[config.mk]
export PLATFORM = sky130hd
export DESIGN_NAME = qpsk_sample_unzip
export DESIGN_NICKNAME = d
export VERILOG_FILES = /design/src/rtl/qpsk_pkg.sv /design/src/rtl/qpsk_sym_expand.sv /design/src/rtl/qpsk_sample_unzip.sv
export SDC_FILE = /design/constraint.sdc
export NUM_CORES = 1
export LEC_CHECK = 0
export ABC_CLOCK_PERIOD_IN_PS = 1500
export CAP_MARGIN = 15
export CORE_UTILIZATION = 40
export CTS_BUF_LIST = sky130_fd_sc_hd__clkbuf_2
export CTS_CLUSTER_SIZE = 28
export DETAILED_ROUTE_END_ITERATION = 12
export GPL_ROUTABILITY_DRIVEN = 0
export PLACE_DENSITY_LB_ADDON = 0.25
export SYNTH_ARGS = -nofsm -noshare
export SYNTH_HDL_FRONTEND = slang
export SYNTH_SLANG_ARGS = --single-unit
[constraint.sdc]
create_clock -name clk -period 1.5 [get_ports clk]
set_input_delay 0.375 -clock clk [delete_from_list [all_inputs] [get_ports clk]]
set_output_delay 0.375 -clock clk [all_outputs]
set_load 0.1 [all_outputs]
[src/rtl/qpsk_pkg.sv]
// Shared QPSK symbol/sample field definitions for the packer and unzip blocks.
package qpsk_pkg;

  localparam int SYM_BITS       = 8;
  localparam int COMP_BITS      = 4;
  localparam int SAMP_COMP_BITS = 16;
  localparam int SYMS_PER_WORD  = 4;
  localparam int WORD_BITS      = SYM_BITS * SYMS_PER_WORD;
  localparam int SAMP_BITS      = 2 * SAMP_COMP_BITS;

  localparam int I_HI = 7;
  localparam int I_LO = 4;
  localparam int Q_HI = 3;
  localparam int Q_LO = 0;

  // Sign-extend a 4-bit two's complement component, scale it, keep 16 bits.
  function automatic logic [SAMP_COMP_BITS-1:0] expand_comp(
    input logic [COMP_BITS-1:0] comp,
    input int                   shift
  );
    logic [SAMP_COMP_BITS-1:0] ext;
    ext = {{(SAMP_COMP_BITS-COMP_BITS){comp[COMP_BITS-1]}}, comp};
    return ext << shift;
  endfunction

endpackage

[src/rtl/qpsk_sym_expand.sv]
// Combinational expansion of one packed 8-bit QPSK symbol into a 32-bit I/Q sample.
module qpsk_sym_expand
  import qpsk_pkg::*;
#(
  parameter int SHIFT = 12
) (
  input  logic [SYM_BITS-1:0]  sym,
  output logic [SAMP_BITS-1:0] sample
);

  assign sample = {expand_comp(sym[I_HI:I_LO], SHIFT),
                   expand_comp(sym[Q_HI:Q_LO], SHIFT)};

endmodule

[src/rtl/qpsk_sample_unzip.sv]
// Holds one packed input word and emits its four symbols as expanded samples,
// one per accepted output beat, refilling on the lane-3 beat without a bubble.
module qpsk_sample_unzip
  import qpsk_pkg::*;
#(
  parameter int SHIFT                = 12,
  parameter bit LANE_ORDER_MSB_FIRST = 1'b1
) (
  input  logic                 clk,
  input  logic                 reset,
  input  logic                 clear,
  input  logic [WORD_BITS-1:0] i_tdata,
  input  logic                 i_tlast,
  input  logic                 i_tvalid,
  output logic                 i_tready,
  output logic [SAMP_BITS-1:0] o_tdata,
  output logic                 o_tlast,
  output logic                 o_tvalid,
  input  logic                 o_tready
);

  logic [WORD_BITS-1:0] word_reg;
  logic                 last_reg;
  logic                 hold_valid;
  logic [1:0]           lane;
  logic [SYM_BITS-1:0]  lane_byte;
  logic                 lane_is_last;
  logic                 accept;
  logic                 beat;

  assign lane_is_last = (lane == 2'd3);
  assign i_tready     = ~hold_valid | (o_tready & lane_is_last);
  assign accept       = i_tvalid & i_tready;
  assign beat         = hold_valid & o_tready;

  assign o_tvalid = hold_valid;
  assign o_tlast  = hold_valid & last_reg & lane_is_last;

  // clear outranks a coincident accept, so a word offered during a flush is dropped.
  always_ff @(posedge clk or posedge reset) begin
    if (reset) begin
      word_reg   <= '0;
      last_reg   <= 1'b0;
      hold_valid <= 1'b0;
      lane       <= 2'd0;
    end else if (clear) begin
      last_reg   <= 1'b0;
      hold_valid <= 1'b0;
      lane       <= 2'd0;
    end else if (accept) begin
      word_reg   <= i_tdata;
      last_reg   <= i_tlast;
      hold_valid <= 1'b1;
      lane       <= 2'd0;
    end else if (beat) begin
      if (lane_is_last) begin
        hold_valid <= 1'b0;
        lane       <= 2'd0;
      end else begin
        lane <= lane + 2'd1;
      end
    end
  end

  always_comb begin
    int lane_idx;
    lane_idx  = int'(lane);
    lane_byte = '0;
    if (LANE_ORDER_MSB_FIRST) begin
      lane_byte = word_reg[WORD_BITS-1-SYM_BITS*lane_idx -: SYM_BITS];
    end else begin
      lane_byte = word_reg[SYM_BITS*lane_idx +: SYM_BITS];
    end
  end

  qpsk_sym_expand #(
    .SHIFT (SHIFT)
  ) u_expand (
    .sym    (lane_byte),
    .sample (o_tdata)
  );

endmodule

==> results of run 1 <==
-- cells by family (layout without fill, tap and decap cells) --
| kind of cell | count (synthesis) | after routing | share of synthesized area (%) |
|---|---|---|---|
| buffers and inverters | 32 | 82 | 12.87 |
| flip-flops | 36 | 36 | 49.28 |
| adder cells (fa/ha/maj) | 1 | 1 | 0.6844 |
| AND/OR/NAND/NOR | 9 | 9 | 3.080 |
| multiplexers | 40 | 40 | 30.80 |
| AO/OA/AOI/OAI | 7 | 7 | 3.080 |
| other | 1 | 24 | 0.2051 |
-- where the power goes --
part           total [mW]  switching [mW]  internal, mW
registers            1.25           0.106          1.14
clock network       0.595           0.323         0.272
logic                1.55           0.886         0.663
-- what timing repair did --
| action | CTS | global route |
|---|---|---|
| buffers inserted | 4 | 3 |
| pin swaps | 2 | 2 |
| resized for setup | 8 | 6 |
| cloned | 1 | 1 |
| setup endpoints to repair | 45 | 44 |
-- area by class of cell --
type	instances	area share (%)
clock inverters	3	1.326
repair buffers	71	31.12
clock buffers	5	0.8842
flip-flops and latches	36	32.05
inverters	3	0.5305
well taps	52	2.299
multi-input cells	81	31.79
-- worst paths after layout --
check                                    startpoint  depth (start not counted)  slack (ns)                  endpoint
hold / removal                                reset                          3        0.30   word_reg[2]$_DFFE_PP0P_
max in group asynchronous                     reset                          3        0.97       lane[1]$_DFFE_PP0P_
min in group clk           word_reg[14]$_DFFE_PP0P_                          1        0.53  word_reg[14]$_DFFE_PP0P_
setup / recovery                lane[0]$_DFFE_PP0P_                          3       -0.54               o_tdata[31]
hold reg to reg            word_reg[14]$_DFFE_PP0P_                          1        0.53  word_reg[14]$_DFFE_PP0P_
setup reg to reg                lane[1]$_DFFE_PP0P_                          9       -0.38  word_reg[14]$_DFFE_PP0P_
-- through the flow --
stage	instance area (um2)	utilization, %	hold WS (ns)
finish	2830	64.55	0.2996
global route	2830	64.55	0.2799
CTS	2771	63.21	0.2947
detailed placement	2614	59.62	0.4934
global placement	2614	59.62	0.4900
floorplan	2033	-	0.4345
-- synth_stat cells --
| master | count | area share, % |
|---|---|---|
| o21ai_0 | 1 | 0.27 |
| buf_2 | 2 | 0.55 |
| nor3_4 | 1 | 0.89 |
| mux2_2 | 26 | 16 |
| a21oi_1 | 3 | 0.82 |
| mux4_2 | 8 | 9.9 |
| dfrtp_1 | 36 | 49 |
| nand3_1 | 1 | 0.27 |
| buf_4 | 24 | 9.9 |
| ha_1 | 1 | 0.68 |
| nand3b_1 | 1 | 0.41 |
| a21boi_4 | 1 | 1.0 |
| mux2_4 | 6 | 4.9 |
| a311oi_1 | 1 | 0.48 |
| nand2b_1 | 1 | 0.34 |
| conb_1 | 1 | 0.21 |
| nand2_1 | 3 | 0.62 |
| nor2_1 | 1 | 0.21 |
| buf_6 | 3 | 1.8 |
| inv_1 | 3 | 0.62 |
| a221oi_1 | 1 | 0.48 |
| and3_1 | 1 | 0.34 |
-- routing by layer --
layer	track usage [%]	part of all wire, %	vias up
li1	-	-	541
met3	6.831	5.7	9
met4	5.669	1.7	0
met1	24.33	41	613
met2	30.64	52	46
met5	0	0	-
-- critical path: stages, from the launching register on --
cell	delay (ns)
dfrtp_2	0.46
buf_6	0.12
mux4_2	0.52
buf_12	0.19
==> key figures, run 1 <==
Routing
  • DRT antenna net count: 0
  • # DRC: 0
  • DR vias: around 1,200
  • Vias/cell: around 4.8
  • Routed WL: ~4200 um
  • Starting DRT DRC Count: 53
  • DRT Pass-1 Iters: 4
  • Wirelength per Cell: approximately 17 um

Floorplanning
  • Starting Density: a little over two fifths
  • DIE WIDTH: around 70 um
  • Core Region: between 4000 and 5000 um2
  • Die Height: slightly below 70 um
  • Row cnt: 24
  • # IOs: 73
  • DIE AREA: 4844 um2

Logic synthesis
  • Unique masters post-synth: 22
  • Syn_area_per_cell: approximately 15 um2
  • Cell area after synthesis: approximately 1800 um2
  • Register area share after synthesis: roughly half
  • Cells after synthesis: 126
  • Synth warnings: 0
  • Register bit total from synthesis: 36

Final layout
  • ANT cells: 0
  • Fill cells: approximately 330
  • Sequential cell area: roughly 910 um2
  • Ratio of cells with drive above 1 in the final layout: 44.72%
  • Commonest non-fill, non-tap cell in the layout: clkdlybuf4s50_1
  • Most frequent cells in the layout: 37 x clkdlybuf4s50_1, 33 x dfrtp_1, 32 x mux2_4, 24 x conb_1, 15 x buf_12
  • Multi-input gate area: 899.6 um2
  • Max FFs per register: 32
  • Finished Layout Cells: approximately 250
  • Nets: about 240
  • Layout area overhead: 54.83%

Power
  • Pwr Density: ~1200 nW/um2
  • VDD IR max: 0.5171 mV
  • Total power: about 3.4 mW
  • Leakage: 1.264 nW

Run status
  • Failing checks: setup timing
  • Status: finished, violations left

STA
  • Final setup fails: between 40 and 50
  • Fmax: slightly below 500 MHz
  • Post-Route Setup TNS: -16.77 ns
  • Final worst slack: -0.5370 ns
  • Final period util: 135.8%
  • Final Hold Fails: 0
  • Clock Skews: 0.03034 ns
  • Final-report max-slew violation count: 0
  • Final min period: 2.037 ns
  • RSZ-0062 raised after global routing: true

Global route
  • First-pass GRT wire length: roughly 7100 um
  • Initial antenna violation count: 0
  • Overall Global Routing Usage: approximately a fifth
  • Number of global-route vias before repair: between 1,000 and 1,500
  • Global route overflow: 0
  • Largest net degree at the start of global routing: 31

Clock network
  • Sink Count: 36
  • Hold_buf cts: 0
  • Clock buffer count from CTS: 5
  • H-tree depth: 2
  • Clock Path Buffers: 2
  • Clk_lat worst skew: ~0.38 ns
  • Root Driver: clkbuf_2
  • CTS tree: done
  • Clock transition at path regs: 0.20 ns

Critical path
  • CP arrival: between 1.5 and 2 ns
  • Crit path launch type: register
  • Required @ worst endpoint: around 1.1 ns
  • Crit path kind: register to primary output
  • Crit Path Max Fanout: 3
  • Setup crit end kind: primary output

Place
  • Detailed-placement wirelength estimate: approximately 2900 um
  • I/O Buffers: 48
  • Post-Place Cells: 234
  • Place WS: -0.5098 ns

Hold path
  • HP Class: primary input to async pin

Run
  • Maxcap violations: 0
(Power assumes the default switching activity.)
==> run 2: changes to the inputs <==
- CORE_ASPECT_RATIO: not set -> 0.7
==> key figures, run 2 (synthesized netlist as in run 1, its figures left out) <==
Global route
  • First-pass GRT wire length: 6555 um (was 7079 um)
  • Initial antenna violation count: 0 (unchanged)
  • Largest net degree at the start of global routing: 37 (was 31)
  • Global route overflow: 0 (unchanged)
  • Overall Global Routing Usage: 17.76% (was 19.13%)
  • Number of global-route vias before repair: 1,306 (was 1,343)

Clock network
  • CTS tree: done (unchanged)
  • Root Driver: clkbuf_2 (unchanged)
  • Clock buffer count from CTS: 5 (unchanged)
  • Clock Path Buffers: 2 (unchanged)
  • Hold_buf cts: 0 (unchanged)
  • Clk_lat worst skew: 0.37 ns (was 0.38 ns)
  • Sink Count: 36 (unchanged)
  • H-tree depth: 2 (unchanged)
  • Clock transition at path regs: 0.18 ns (was 0.20 ns)

Routing
  • Vias/cell: 4.741 (was 4.817)
  • # DRC: 2 (was 0)
  • Routed WL: 3908 um (was 4212 um)
  • DRT antenna net count: 0 (unchanged)
  • Wirelength per Cell: 15.57 um (was 16.78 um)
  • DRT Pass-1 Iters: 8 (was 4)
  • DR vias: 1,190 (was 1,209)
  • Starting DRT DRC Count: 30 (was 53)

Critical path
  • Setup crit end kind: primary output (unchanged)
  • Reg-to-Reg Start: lane[0]$_DFFE_PP0P_ (was lane[1]$_DFFE_PP0P_)
  • R2r setup slk: -0.36 ns (was -0.38 ns)
  • Buf/Inv on CP: 2 (unchanged)
  • Crit path launch type: register (unchanged)
  • CP arrival: 1.69 ns (was 1.66 ns)
  • Stages on the worst setup path: 3 (unchanged)
  • Crit path kind: register to primary output (unchanged)
  • Crit Path Max Fanout: 4 (was 3)
  • Crit path largest cell delay: 0.53 ns (was 0.52 ns)
  • Worst R2R Path Depth: 7 (was 9)
  • Slowest CP cell: mux4_2 (unchanged)
  • Worst r2r dst: word_reg[13]$_DFFE_PP0P_ (was word_reg[14]$_DFFE_PP0P_)
  • Largest delay contributor family on the critical path: multiplexers (unchanged)
  • Critical path, cell by cell: buf_4 > mux4_2 > buf_12 (was buf_6 > mux4_2 > buf_12)
  • Required @ worst endpoint: 1.12 ns (about the same)

STA
  • Worst hold slack: 0.3173 ns (was 0.2996 ns)
  • Final Hold Fails: 0 (unchanged)
  • Final setup fails: 44 (unchanged)
  • Final period util: 137.4% (was 135.8%)
  • RSZ-0062 raised after global routing: true (unchanged)
  • Final worst slack: -0.5603 ns (was -0.5370 ns)
  • Fmax: 485.4 MHz (was 490.9 MHz)
  • Final-report max-slew violation count: 0 (unchanged)
  • Final min period: 2.060 ns (was 2.037 ns)
  • Clock Skews: 0.01066 ns (was 0.03034 ns)

Final layout
  • ANT cells: 0 (unchanged)
  • Max FFs per register: 32 (unchanged)
  • Most frequent cells in the layout: 37 x clkdlybuf4s50_1, 34 x dfrtp_1, 32 x mux2_4, 24 x conb_1, 15 x buf_12 (was 37 x clkdlybuf4s50_1, 33 x dfrtp_1, 32 x mux2_4, 24 x conb_1, 15 x buf_12)
  • Ratio of cells with drive above 1 in the final layout: 43.88% (was 44.72%)
  • Commonest non-fill, non-tap cell in the layout: clkdlybuf4s50_1 (unchanged)
  • Layout area overhead: 49.97% (was 54.83%)
  • Nets: 234 (was 237)

Floorplanning
  • DIE WIDTH: 82.80 um (was 69.60 um)
  • Starting Density: 41.98% (was 41.70%)
  • Die Height: 58.56 um (was 69.60 um)
  • Core Region: 4354 um2 (was 4384 um2)
  • # IOs: 73 (unchanged)
  • Row cnt: 20 (was 24)
  • DIE AREA: 4849 um2 (was 4844 um2)

Power
  • Total power: 3.210 mW (was 3.392 mW)
  • VDD IR max: 0.6321 mV (was 0.5171 mV)
  • Switching pwr: 1.294 mW (was 1.315 mW)
  • Int Pwr: 1.916 mW (was 2.077 mW)
  • Clk pwr share: 13.7% (was 17.5%)
  • Leakage: 1.237 nW (was 1.264 nW)
  • Sequential share of power: 38.7% (was 36.8%)
  • Sw frac: 40.31% (was 38.77%)
  • Pwr Density: 1171 nW/um2 (was 1199 nW/um2)
  • Comb power frac: 47.6% (was 45.7%)

Place
  • I/O Buffers: 48 (unchanged)
  • Detailed-placement wirelength estimate: 2847 um (was 2902 um)

Run status
  • Status: finished, violations left (unchanged)
  • Failing checks: DRC, setup timing (was setup timing)

Run
  • Maxcap violations: 0 (unchanged)

Hold path
  • HP Class: primary input to async pin (unchanged)
-- run 2: worst max-delay path by stage --
stage	endpoint	start	slack, ns
2_1_floorplan	lane[1]$_DFFE_PP0P_	o_tvalid$_DFFE_PP0P_	-0.37
3_3_place_gp	word_reg[5]$_DFFE_PP0P_	o_tready	-0.38
3_5_place_dp	word_reg[29]$_DFFE_PP0P_	o_tready	-0.43
4_1_cts	o_tdata[30]	lane[1]$_DFFE_PP0P_	-0.59
5_1_grt	o_tdata[30]	lane[1]$_DFFE_PP0P_	-0.62
6_report	o_tdata[28]	lane[1]$_DFFE_PP0P_	-0.56
-- run 2: power by group through the flow --
stage,combinational [mW],sequential (mW),clock (mW)
CTS,1.53,1.24,0.460
global placement,1.49,1.25,0
finish,1.53,1.24,0.441
floorplan,1.11,1.24,0
global route,1.58,1.27,0.495
detailed placement,1.51,1.26,0
-- run 2: layer usage --
metal  wire length (um)  share of wire [%]  GRT usage (%)
met2               1953                 50          29.98
met5                  0                  0              0
met1               1722                 44          22.78
met4                 18               0.46          5.172
met3                214                5.5          5.049
-- run 2: layout make-up --
cell class                 instances  area, um2
fill                             314       1613
multi-input combinational         81      885.9
timing repair buffer              68      827.0
clock buffer                       7      35.03
sequential                        36      905.9
inverter                           3      15.01
tap                               55      68.82
clock inverter                     1      3.754
-- run 2: repair_timing --
action | CTS | global route
endpoints found under the setup margin | 45 | 45
gates resized for setup | 5 | 0
setup buffers | 2 | 1
cloned | 1 | 0
-- run 2: worst reg2reg max path: stages, from the launching register on --
cell and delay [ns]:
dfrtp_1 0.45, ha_2 0.25, a21boi_4 0.07, buf_4 0.14, nor3_4 0.10, buf_4 0.17
bufbuf_16 0.29, mux2_4 0.30
-- run 2: metrics by stage --
step / instances / TNS [ns] / util [%] / setup WS (ns) / instance area (um2)
3_5_place_dp: 239 / -15.38 / 60.46 / -0.4300 / 2633
6_report: 251 / -14.11 / 62.96 / -0.5603 / 2741
2_1_floorplan: 149 / -8.685 / - / -0.3658 / 2033
5_1_grt: 251 / -16.96 / 62.96 / -0.6226 / 2741
4_1_cts: 250 / -10.95 / 62.79 / -0.5918 / 2734
3_3_place_gp: 239 / -13.51 / 60.46 / -0.3799 / 2633
